## src/rtl/pcm_pkg.sv

```systemverilog
// Shared state encoding, volume width and sample arithmetic for the PCM player.
package pcm_pkg;

    typedef enum logic [1:0] {
        IDLE,
        PLAY,
        DRAIN
    } pcm_state_t;

    localparam int unsigned VOL_W = 4;

    function automatic int unsigned pcm_mid(input int unsigned data_w);
        return 32'd1 << (data_w - 1);
    endfunction

    // Attenuate around the midpoint: MID + ((data - MID) * (vol + 1)) >>> VOL_W
    function automatic int unsigned pcm_scale(input int unsigned data,
                                              input logic [VOL_W-1:0] vol,
                                              input int unsigned data_w);
        int d;
        int p;
        d = int'(data) - int'(pcm_mid(data_w));
        p = d * (int'({1'b0, vol}) + 1);
        return $unsigned(int'(pcm_mid(data_w)) + (p >>> VOL_W));
    endfunction

endpackage

```

## src/rtl/pcm_pwm.sv

```systemverilog
// Free-running PWM modulator: output is high while the counter is below level.
module pcm_pwm #(
    parameter int unsigned DATA_W = 8
) (
    input  logic              clk,
    input  logic              rstn,
    input  logic [DATA_W-1:0] level,
    output logic              pwm
);

    logic [DATA_W-1:0] cnt;

    always_ff @(posedge clk or negedge rstn) begin
        if (!rstn) begin
            cnt <= '0;
            pwm <= 1'b0;
        end else begin
            cnt <= cnt + DATA_W'(1);
            pwm <= (cnt < level);
        end
    end

endmodule

```

## src/rtl/pcm_player.sv

```systemverilog
// Single-channel PCM sample player: rate divider, sync memory fetch, volume, PWM.
// Define PCM_PLAYER_LOOP_EN to honour the loop input; otherwise playback is one-shot.
module pcm_player
    import pcm_pkg::*;
#(
    parameter int unsigned ADDR_W = 16,
    parameter int unsigned DATA_W = 8,
    parameter int unsigned DIV_W  = 16
) (
    input  logic              clk,
    input  logic              rstn,
    input  logic              start,
    input  logic              stop,
    input  logic              loop,
    input  logic [ADDR_W-1:0] base_addr,
    input  logic [ADDR_W-1:0] length,
    input  logic [DIV_W-1:0]  rate_div,
    input  logic [VOL_W-1:0]  volume,
    output logic              mem_rd,
    output logic [ADDR_W-1:0] mem_addr,
    input  logic [DATA_W-1:0] mem_data,
    output logic [DATA_W-1:0] sample_o,
    output logic              busy,
    output logic              done,
    output logic              pwm
);

    localparam logic [DATA_W-1:0] MID = DATA_W'(pcm_mid(DATA_W));

    pcm_state_t        state;
    logic [ADDR_W-1:0] base_q;
    logic [ADDR_W-1:0] len_q;
    logic [ADDR_W-1:0] idx;
    logic [DIV_W-1:0]  rate_q;
    logic [DIV_W-1:0]  div_cnt;
    logic              cap_pend;
    logic              tick;
    logic              last;
    logic [DIV_W-1:0]  rate_eff;
    logic [DATA_W-1:0] scaled;

`ifdef PCM_PLAYER_LOOP_EN
    logic              loop_q;
`else
    logic              unused_loop;
    assign unused_loop = loop;
`endif

    assign tick     = (div_cnt == rate_q);
    assign last     = (idx == len_q - ADDR_W'(1));
    assign rate_eff = (rate_div == '0) ? DIV_W'(1) : rate_div;
    assign scaled   = DATA_W'(pcm_scale(32'(mem_data), volume, DATA_W));

    // Strobe decoded from registered state so the first fetch lands the cycle after start
    assign mem_rd   = (state == PLAY) && tick;
    assign mem_addr = base_q + idx;
    assign busy     = (state != IDLE);

    always_ff @(posedge clk or negedge rstn) begin
        if (!rstn) begin
            state    <= IDLE;
            base_q   <= '0;
            len_q    <= '0;
            idx      <= '0;
            rate_q   <= '0;
            div_cnt  <= '0;
            cap_pend <= 1'b0;
            sample_o <= MID;
            done     <= 1'b0;
`ifdef PCM_PLAYER_LOOP_EN
            loop_q   <= 1'b0;
`endif
        end else begin
            done     <= 1'b0;
            cap_pend <= 1'b0;
            if (cap_pend) begin
                sample_o <= scaled;
            end
            unique case (state)
                IDLE: begin
                    if (start && !stop && (length != '0)) begin
                        base_q  <= base_addr;
                        len_q   <= length;
                        rate_q  <= rate_eff;
                        div_cnt <= rate_eff;
                        idx     <= '0;
`ifdef PCM_PLAYER_LOOP_EN
                        loop_q  <= loop;
`endif
                        state   <= PLAY;
                    end
                end
                PLAY: begin
                    if (stop) begin
                        state    <= IDLE;
                        div_cnt  <= '0;
                        sample_o <= MID;
                    end else begin
                        div_cnt <= tick ? '0 : div_cnt + DIV_W'(1);
                        if (tick) begin
                            cap_pend <= 1'b1;
                            if (last) begin
`ifdef PCM_PLAYER_LOOP_EN
                                if (loop_q) begin
                                    idx <= '0;
                                end else begin
                                    state <= DRAIN;
                                end
`else
                                state <= DRAIN;
`endif
                            end else begin
                                idx <= idx + ADDR_W'(1);
                            end
                        end
                    end
                end
                DRAIN: begin
                    if (stop) begin
                        state    <= IDLE;
                        div_cnt  <= '0;
                        sample_o <= MID;
                    end else if (tick) begin
                        state    <= IDLE;
                        div_cnt  <= '0;
                        done     <= 1'b1;
                        sample_o <= MID;
                    end else begin
                        div_cnt <= div_cnt + DIV_W'(1);
                    end
                end
                default: state <= IDLE;
            endcase
        end
    end

    pcm_pwm #(
        .DATA_W(DATA_W)
    ) u_pwm (
        .clk  (clk),
        .rstn (rstn),
        .level(sample_o),
        .pwm  (pwm)
    );

endmodule

```

## config.mk

```make
export PLATFORM = sky130hd
export DESIGN_NAME = pcm_player
export DESIGN_NICKNAME = d
export VERILOG_FILES = /design/src/rtl/pcm_pkg.sv /design/src/rtl/pcm_pwm.sv /design/src/rtl/pcm_player.sv
export SDC_FILE = /design/constraint.sdc
export NUM_CORES = 1
export LEC_CHECK = 0
export CORE_ASPECT_RATIO = 1.25
export CORE_MARGIN = 2
export CORE_UTILIZATION = 30
export CTS_BUF_LIST = sky130_fd_sc_hd__clkbuf_4 sky130_fd_sc_hd__clkbuf_8 sky130_fd_sc_hd__clkbuf_16
export DETAILED_ROUTE_END_ITERATION = 10
export RECOVER_POWER = 100
export SYNTH_ARGS = -nofsm -noshare
export SYNTH_HDL_FRONTEND = slang
export SYNTH_SLANG_ARGS = --single-unit
```

## constraint.sdc

```tcl
create_clock -name clk -period 3.5 [get_ports clk]
set_clock_uncertainty 0.05 [all_clocks]
set_input_delay 0.35 -clock clk [delete_from_list [all_inputs] [get_ports clk]]
set_output_delay 0.35 -clock clk [all_outputs]
set_load 0.02 [all_outputs]
```

==> results.sh <==
export IMPL_status="finished, violations left"
export IMPL_violations="capacitance limit, slew limit, setup timing"
export IMPL_start_kind="primary input"
export IMPL_path_class="in2reg"
export IMPL_seqCellArea_sq_mm=0.00253
export IMPL_die_x_um=147
export IMPL_num_nets_final=1085
export IMPL_synth_top_cell_area_share_pct=32.6
export IMPL_async_flop_share_pct=100
export IMPL_n_antenna_cell=0
export IMPL_fin_total_pwr_uw=7190
export IMPL_final_util_pct=39.1
export IMPL_cts_tree="yes"
export IMPL_grt_max_degree=62
export IMPL_wire_per_inst_um=14.8
export IMPL_fin_crit_ps=3590
export IMPL_via_per_inst=4.98
export IMPL_synthMuxAreaShare_pct=7.17
export IMPL_htreeDepth=3
export IMPL_synthTopCellsByArea="dfrtp_1 33%, ha_1 7.7%, mux2_2 6.5%, fa_1 6.0%, xnor2_1 5.1%"
export IMPL_clk_pin_slew_worst_paths_ps=70
export IMPL_drt_first_pass_iters=4
export IMPL_ir_worst_vdd_mv=0.259
export IMPL_synth_top_family_by_area="simple AND/OR/NAND/NOR gates"
export IMPL_synth_area_leader_cell="dfrtp_1"
export IMPL_end_kind="flip-flop"
export IMPL_timing_rr_end="idx[11]"
export IMPL_synthXorXnorAreaFrac_pct=6.50
export IMPL_place_port_buffers=91
export IMPL_n_fill_cell=2531
export IMPL_core_area_sq_mm=0.0252
export IMPL_drt_iter0_drc=281
export IMPL_routed_wl_um=19100
export IMPL_synth_ff_type="dfrtp_1"
export IMPL_ios=93
export IMPL_hold_viol=0
export IMPL_synth_warnings=0
export IMPL_cts_num_sinks=101
export IMPL_slew_violations=62
export IMPL_crit_fanout=6
export IMPL_cts_inserted_buffers=9
export IMPL_slew_headroom_pct=-3.86
export IMPL_setup_viol=3
export IMPL_yosysSeqAreaShare_pct=32.9
export IMPL_final_cell_area_sq_mm=0.00985
export IMPL_synthCells=813
export IMPL_grt_pass1_wl_um=31200
export IMPL_drive_above_1_share_pct=18.3
export IMPL_p_per_area_mw_per_mm2=730
export IMPL_area_growth_pct=28.3
export IMPL_r2r_start="len_q[0]"
export IMPL_clockBufferDepth=2
export IMPL_holdWs_ps=333
export IMPL_worst_r2r_setup_slack_ps=210
export IMPL_synth_edff_count=0
export IMPL_antenna_left=0
export IMPL_worst_skew_pair_late_latency_ps=350
export IMPL_overflow=0
export IMPL_rows=65
export IMPL_yosys_top_cells_count="100 x dfrtp_1, 83 x inv_1, 47 x ha_1"
export IMPL_start_util_pct=30.4
export IMPL_antenna_found_initial=0
export IMPL_layout_setup_ws_ps=-93.9
export IMPL_grt_setup_unrepaired="true"
export IMPL_synth_most_common_cell="dfrtp_1"
export IMPL_syn_num_nets=948
export IMPL_hpwl_um=14800
export IMPL_worstHoldPathType="in2async"
export IMPL_cts_hold_buf=0
export IMPL_synth_compound_area_share_pct=15.9
export IMPL_clockRootBuffer="clkbuf_16"
export IMPL_syn_cell_area_sq_mm=0.00768
export IMPL_synth_seq_cells=101
export IMPL_multi_input_area_sq_mm=0.00489
export IMPL_drc=0
export IMPL_fin_crit_sh_pct=103
export IMPL_crit_arrival_ps=3820
export IMPL_synthAdderAreaFrac_pct=13.7
export IMPL_dieArea_sq_mm=0.0269
export IMPL_ys_types=65
export IMPL_rr_worst_depth=12
export IMPL_cp_required_ps=3720
export IMPL_maxCapViolCount=1
export IMPL_fmax_mhz=278
export IMPL_tightest_slew_ps=1560
export IMPL_dpl_cell_area_sq_mm=0.00942
export IMPL_die_y_um=183
export IMPL_p_leak_uw=0.00427
export IMPL_routabilityCongestion=0.832
export IMPL_routed_via_count=6421
export IMPL_synth_simple_area_share_pct=17.9
export IMPL_grt_pass1_vias=6396
export IMPL_setup_tns_ps=-220
export IMPL_grtUsageTotal_pct=14.3
export IMPL_postSynthAreaPerCell_sq_um=9.44
[worst max-delay path, stage by stage]
cell,delay (ps)
buf_8,100
ha_4,160
xor2_4,170
and2_4,150
fa_1,520
inv_2,40
fa_1,480
fa_1,510
inv_2,50
ha_4,270
nor2b_4,130
o21ai_2,70
a21boi_2,160
o21ai_2,70
a21o_1,160
a21oi_1,140
o21ai_1,70
a22oi_1,200
[state kept, by name (all words and copies together), names as in the netlist]
name,cells
u_pwm.cnt,8
idx,16
state,2
u_pwm.pwm,1
div_cnt,16
sample_o,8
base_q,16
len_q,16
rate_q,16
done,1
cap_pend,1
[final cells by class]
cell class                 count  share of cell area (%)
multi-input combinational    598                    49.6
inverter                      83                    3.16
timing repair buffer         157                    14.1
sequential                   101                    25.7
tap                          335                    4.26
clock inverter                 6                   0.724
clock buffer                  10                    2.43
[worst max path at each step]
stage | start | end | slack, ps | depth (start not counted)
after floorplan | volume[0] | sample_o[7] | -260 | 17
after global placement | volume[0] | sample_o[7] | -990 | 19
after detailed placement | volume[0] | sample_o[7] | -1050 | 19
after CTS | volume[1] | sample_o[6] | -270 | 16
after global routing | volume[0] | sample_o[7] | -250 | 18
final | volume[0] | sample_o[7] | -90 | 18
[routing by layer]
layer / track usage (%) / part of all wire, % / vias up
li1: - / - / 3177
met1: 16.4 / 42 / 3117
met2: 26.3 / 52 / 98
met3: 2.79 / 3.6 / 29
met4: 5.08 / 2.6 / 0
met5: 0 / 0 / -
[cell families after synthesis]
kind of cell               after synthesis
DFF                                    101
AOI/OAI and AO/OA                      172
xor gates and xnor gates                57
muxes                                   49
and+or+nand+nor                        250
buffers and inverters                  114
adders and majority gates               70
[layout by cell type, fill, tap and decap left out, drive strengths merged, types with 12 or more instances in the layout]
master / n
nand4: 14
a22o: 16
nor2b: 18
a21oi: 30
mux2: 45
xor2: 12
dfrtp: 100
buf: 65
inv: 84
nand3: 23
nand2: 45
xnor2: 45
clkdlybuf4s50: 61
fa: 23
and2: 20
nor2: 34
and3: 23
o21ai: 41
nor3: 13
dlygate4sd3: 16
ha: 47
clkbuf: 18
nor4: 15
[power breakdown]
| group | switching, uW | internal [uW] |
|---|---|---|
| combinational | 2100 | 2040 |
| sequential | 431 | 1590 |
| clock | 462 | 579 |
| total | 2990 | 4200 |
[timing repair]
item                       in CTS  in global routing
pin swaps                      27                 34
gates resized for setup        37                 33
buffers inserted                2                  3
setup endpoints to repair      13                 19
[metrics by stage]
step           setup slack, ps  instances
2_1_floorplan             -261        813
3_5_place_dp             -1050       1269
3_3_place_gp              -989       1269
5_1_grt                   -252       1290
6_report                 -93.9       1290
4_1_cts                   -267       1287
Power figures use the tool's default switching activity.
